### src/rtl/level_pattern_gen.sv
// -----------------------------------------------------------------------------
// level_pattern_gen
//  Transmit-side pattern source for the level-pattern detector. When a start
//  request is accepted in IDLE, it drives 'level' with n_pulses high phases of
//  high_len cycles. Each high phase is followed by a low gap of low_len cycles,
//  and this includes a trailing gap after the last pulse. It then pulses 'done'
//  for one cycle.
//
// Ports
//  clk       in   1      system clock, rising edge
//  reset_n   in   1      asynchronous, active-low reset
//  start     in   1      request; accepted only in IDLE
//  abort     in   1      synchronous cancel of a running pattern
//  n_pulses  in   CNT_W  number of high pulses, sampled on accept
//  high_len  in   LEN_W  cycles per high phase, sampled on accept (0 -> 1)
//  low_len   in   LEN_W  cycles per low phase, sampled on accept (0 -> 1)
//  level     out  1      generated line, registered
//  busy      out  1      high from the cycle after accept until done
//  done      out  1      one-cycle pulse on normal completion
// -----------------------------------------------------------------------------
module level_pattern_gen #(
    parameter int LEN_W = 8,
    parameter int CNT_W = 8
) (
    input  logic             clk,
    input  logic             reset_n,
    input  logic             start,
    input  logic             abort,
    input  logic [CNT_W-1:0] n_pulses,
    input  logic [LEN_W-1:0] high_len,
    input  logic [LEN_W-1:0] low_len,
    output logic             level,
    output logic             busy,
    output logic             done
);

    localparam logic [LEN_W-1:0] LEN_ZERO = {LEN_W{1'b0}};
    localparam logic [LEN_W-1:0] LEN_ONE  = {{(LEN_W-1){1'b0}}, 1'b1};
    localparam logic [CNT_W-1:0] CNT_ZERO = {CNT_W{1'b0}};
    localparam logic [CNT_W-1:0] CNT_ONE  = {{(CNT_W-1){1'b0}}, 1'b1};

    typedef enum logic [1:0] {
        ST_IDLE = 2'b00,
        ST_HIGH = 2'b01,
        ST_LOW  = 2'b10
    } state_t;

    state_t           state_r,     state_s;
    logic [LEN_W-1:0] phase_cnt_r, phase_cnt_s;
    logic [CNT_W-1:0] pulse_cnt_r, pulse_cnt_s;
    logic [LEN_W-1:0] high_len_r,  high_len_s;
    logic [LEN_W-1:0] low_len_r,   low_len_s;
    logic             level_r,     level_s;
    logic             busy_r,      busy_s;
    logic             done_r,      done_s;

    // A zero-length phase would otherwise never terminate; run it as one cycle.
    function automatic logic [LEN_W-1:0] len_fix(input logic [LEN_W-1:0] len);
        if (len == LEN_ZERO) begin
            return LEN_ONE;
        end else begin
            return len;
        end
    endfunction

    // Next-state and next-output logic; outputs are computed here and registered below.
    always_comb begin
        state_s     = state_r;
        phase_cnt_s = phase_cnt_r;
        pulse_cnt_s = pulse_cnt_r;
        high_len_s  = high_len_r;
        low_len_s   = low_len_r;
        level_s     = level_r;
        busy_s      = busy_r;
        done_s      = 1'b0;

        case (state_r)
            ST_IDLE: begin
                level_s = 1'b0;
                busy_s  = 1'b0;
                // abort in IDLE suppresses a simultaneous start
                if (start && !abort) begin
                    high_len_s = len_fix(high_len);
                    low_len_s  = len_fix(low_len);
                    if (n_pulses == CNT_ZERO) begin
                        done_s = 1'b1;
                    end else begin
                        state_s     = ST_HIGH;
                        level_s     = 1'b1;
                        busy_s      = 1'b1;
                        pulse_cnt_s = n_pulses;
                        phase_cnt_s = len_fix(high_len);
                    end
                end else begin
                    phase_cnt_s = LEN_ZERO;
                end
            end

            ST_HIGH: begin
                if (abort) begin
                    state_s     = ST_IDLE;
                    level_s     = 1'b0;
                    busy_s      = 1'b0;
                    phase_cnt_s = LEN_ZERO;
                    pulse_cnt_s = CNT_ZERO;
                end else if (phase_cnt_r > LEN_ONE) begin
                    phase_cnt_s = phase_cnt_r - LEN_ONE;
                end else begin
                    // a pulse counts as sent once its high phase ends
                    state_s     = ST_LOW;
                    level_s     = 1'b0;
                    phase_cnt_s = low_len_r;
                    pulse_cnt_s = pulse_cnt_r - CNT_ONE;
                end
            end

            ST_LOW: begin
                if (abort) begin
                    state_s     = ST_IDLE;
                    level_s     = 1'b0;
                    busy_s      = 1'b0;
                    phase_cnt_s = LEN_ZERO;
                    pulse_cnt_s = CNT_ZERO;
                end else if (phase_cnt_r > LEN_ONE) begin
                    phase_cnt_s = phase_cnt_r - LEN_ONE;
                end else if (pulse_cnt_r != CNT_ZERO) begin
                    state_s     = ST_HIGH;
                    level_s     = 1'b1;
                    phase_cnt_s = high_len_r;
                end else begin
                    state_s     = ST_IDLE;
                    busy_s      = 1'b0;
                    done_s      = 1'b1;
                    phase_cnt_s = LEN_ZERO;
                end
            end

            default: begin
                state_s     = ST_IDLE;
                level_s     = 1'b0;
                busy_s      = 1'b0;
                phase_cnt_s = LEN_ZERO;
                pulse_cnt_s = CNT_ZERO;
            end
        endcase
    end

    // State, counter, latched-length and output registers.
    always_ff @(posedge clk or negedge reset_n) begin
        if (!reset_n) begin
            state_r     <= ST_IDLE;
            phase_cnt_r <= LEN_ZERO;
            pulse_cnt_r <= CNT_ZERO;
            high_len_r  <= LEN_ZERO;
            low_len_r   <= LEN_ZERO;
            level_r     <= 1'b0;
            busy_r      <= 1'b0;
            done_r      <= 1'b0;
        end else begin
            state_r     <= state_s;
            phase_cnt_r <= phase_cnt_s;
            pulse_cnt_r <= pulse_cnt_s;
            high_len_r  <= high_len_s;
            low_len_r   <= low_len_s;
            level_r     <= level_s;
            busy_r      <= busy_s;
            done_r      <= done_s;
        end
    end

    assign level = level_r;
    assign busy  = busy_r;
    assign done  = done_r;

endmodule

### config.mk
export PLATFORM = sky130hd
export DESIGN_NAME = level_pattern_gen
export DESIGN_NICKNAME = d
export VERILOG_FILES = /design/src/rtl/level_pattern_gen.sv
export SDC_FILE = /design/constraint.sdc
export NUM_CORES = 1
export LEC_CHECK = 0
export ABC_AREA = 1
export CELL_PAD_IN_SITES_DETAIL_PLACEMENT = 1
export CELL_PAD_IN_SITES_GLOBAL_PLACEMENT = 1
export CORE_UTILIZATION = 39
export CTS_CLUSTER_SIZE = 20
export DETAILED_ROUTE_END_ITERATION = 8
export GPL_TIMING_DRIVEN = 0
export PLACE_DENSITY_LB_ADDON = 0.1
export SYNTH_ARGS = -nofsm -noshare
export SYNTH_HDL_FRONTEND = slang
export SYNTH_SLANG_ARGS = --single-unit
### constraint.sdc
create_clock -name clk -period 2.5 [get_ports clk]
set_input_delay 0.5 -clock clk [delete_from_list [all_inputs] [get_ports clk]]
set_output_delay 0.5 -clock clk [all_outputs]
set_load 0.05 [all_outputs]
==> results.cfg <==
[critical_path]
start_kind = primary input
slowest_stage = clkdlybuf4s50_1
rr_startpoint = phase_cnt_r[0]
ff2ff_path_depth = 13
r2r-end = pulse_cnt_r[3]
crit_type = primary input to flop
worst_ep_required_time_ps = 2730
crit_arrival_ps = 2350
crit_fanout = 10
path_cells = clkdlybuf4s50_1 > nor3_1 > buf_2 > nand2_1 > nand2_2 > nand2_1 > nand2_1 > nand2_1 > nand2_1 > nand2_1 > nand2_1
rrSetupSlack_ps = 440
cpMostUsedCell = nand2_1
worst_path_largest_cell_delay_ps = 560
crit_path_end_kind = flop

[pwr]
clkPwrFrac_pct = 16.1
leakage_nw = 1.38
switching_power_mw = 1.55
power.total_mw = 3.35
p_int_mw = 1.80
seq_power_share_pct = 31.2
switching_share_pct = 46.3
power.density_mw_per_mm2 = 1220
vdd_drop_max_mv = 0.485
comb_power_share_pct = 52.7

[place]
port_buffers = 30
hpwl_mm = 4.77
postPlaceCellArea_mm2 = 0.00263
gp_congestion = 0.817

[grt]
grt_pass1_vias = 2384
grt_usage_pct = 22.8
grt_max_degree = 38
antenna_found_initial = 0
grt_pass1_wl_mm = 10.7
grt_overflow = 0

[sta]
hold_viol = 0
max_freq_mhz = 473
relSlewSlack_pct = 40.5
setup_viol = 0
grt_setup_unrepaired = no
hold_slack_ps = 327
fin_crit_ps = 2120
min_period_over_period_pct = 84.6
drv_slew = 0
worst_pin_slew_ps = 892
clock_skew_ps = 5.45

[synthesis]
synthMuxAreaShare_pct = 0
synth_cell_types = 29
synth.avg_cell_area_um2 = 7.06
syn-cell-area_mm2 = 0.00224
synth_top_cell_area_share_pct = 41.2
synth_xor_area_share_pct = 0.780
ys_seq_area_share_pct = 41.2
async_reset_ff_share_pct = 100
yosys.area_share.simple_pct = 33.8
synth-compound-area-share_pct = 12.7
synthTopCellsByArea = dfrtp_1, nand2_1, inv_1, o21ai_0, nand3_1
synth_edf_count = 0
synthAdderAreaFrac_pct = 2.23
yosysTopAreaCell = dfrtp_1
synth_top_flop_cell = dfrtp_1
ys_ff_latch = 37
ys_warn_count = 0
synth_fp_nets = 350
synthCells = 318
synth_top_family_by_area = simple AND/OR/NAND/NOR gates

[clocking]
cts-buffers-inserted = 5
cts_resized = 0
clk_latency_ps = 290
cts_tree = done
post-cts-setup-buffers = 0
cts-htree-levels = 2
clockRootBuffer = clkbuf_8
ctsLongestPathBuffers = 2
cts_hold_buffers = 0
clk_pin_slew_ps = 80
cts_sinks = 37

[hold_path]
hold_path_class = primary input to async pin

[route]
postRouteAntennaNets = 0
wl_mm = 6.16
wl_per_cell_um = 14.4
drc_errors = 0
drtIter0Drc = 48
viasPerCell = 5.02
vias = 2148
dr.pass1.iters = 4

[die]
rows = 27
die_y_um = 77.9
fp.coreArea_mm2 = 0.00554
io_pins = 31
die_area_mm2 = 0.00606
start_util_pct = 40.5
fp.dieW_um = 77.9

[layout]
fin_nets = 387
antenna_cells = 0
seq_area_um2 = 926
multi_input_area_mm2 = 0.00111
fin_area_mm2 = 0.00275
final_layout_size_suffix_gt1_share_pct = 11.2
syn2layout_area_growth_pct = 22.4
final_core_util_pct = 49.6
nFillCells = 762

[run_status]
status = complete, no violations

[flow_run]
cap_viol_max_count = 0
[critical path: cells and delay by family]
family	cells	cell delay [ps]
AND/OR/NAND/NOR	9	1010
buffers and inverters	2	840
[routing by layer]
layer / routed length (µm) / vias up / track usage [%]
met5: 0 / - / 0
met4: 72 / 0 / 7.17
met3: 202 / 6 / 3.65
met2: 3260 / 38 / 43.6
met1: 2620 / 1023 / 25.4
li1: - / 1081 / -
[kinds of logic after synthesis]
| kind of cell | Yosys count |
|---|---|
| AND/OR/NAND/NOR | 175 |
| buffers and inverters | 51 |
| AO/OA/AOI/OAI | 49 |
| flip-flops | 37 |
| adder cells (fa/ha/maj) | 4 |
| XOR/XNOR | 2 |
[through the flow]
stage	instances	setup slack (ps)	TNS [ps]
6_report	428	384	0
5_1_grt	428	156	0
4_1_cts	428	376	0
3_5_place_dp	420	109	0
3_3_place_gp	420	-66.8	-2400
2_1_floorplan	318	740	0
[registers in the layout, indices dropped and copies added (netlist names)]
signal,count
done,1
low_len_r,8
busy,1
state_r,2
pulse_cnt_r,8
level,1
phase_cnt_r,8
high_len_r,8
[synth_stat cells (2+ instances only)]
master	instances
nand2_1	122
inv_1	34
dfrtp_1	37
inv_2	10
a21oi_1	4
o22ai_1	3
clkbuf_1	2
buf_2	2
o21ai_1	9
nor2_2	4
o21ai_0	23
o21ai_2	7
nor2_4	2
nand2_4	2
nand4_1	5
o32ai_1	2
ha_1	4
nand3_1	19
xnor2_1	2
nor2_1	16
[worst max path at each step]
stage,startpoint,endpoint,slack (ps),cells past startpoint
finish,abort,phase_cnt_r[3],380,11
global route,abort,phase_cnt_r[3],160,11
CTS,abort,phase_cnt_r[3],380,11
detailed placement,abort,phase_cnt_r[7],110,11
global placement,reset_n,phase_cnt_r[7],-70,1
floorplan,phase_cnt_r[0],pulse_cnt_r[4],740,13
[placed cells by master (no fill, tap or decap), types with 2 or more instances in the layout]
master	netlist	final
nand3_1	19	19
nor2_1	16	16
buf_2	2	3
o21ai_0	23	23
xnor2_1	2	2
nand2_1	122	122
inv_1	34	34
nor2_4	2	2
inv_2	10	10
nor2_2	4	4
o32ai_1	2	2
ha_1	4	4
clkdlybuf4s50_1	0	29
nand4_1	5	5
o22ai_1	3	3
clkbuf_8	0	6
o21ai_1	9	9
clkbuf_1	2	3
dfrtp_1	37	37
o21ai_2	7	7
nand2_4	2	2
a21oi_1	4	4
[area by class of cell]
type	count	share of cell area [%]
well taps	72	3.28
inverters	46	6.51
plain buffers	5	1.05
flip-flops and latches	37	33.7
multi-input cells	230	40.5
clock buffers	7	3.14
clock inverters	1	1.09
repair buffers	30	10.8
[power by group through the flow]
stage	registers, mW	logic, mW	clock network [mW]
finish	1.05	1.77	0.541
global route	1.08	2.01	0.573
CTS	1.05	1.80	0.555
detailed placement	1.06	1.78	0
global placement	1.04	1.74	0
floorplan	1.05	1.30	0
Note: power is estimated with default switching activity, not from simulation.
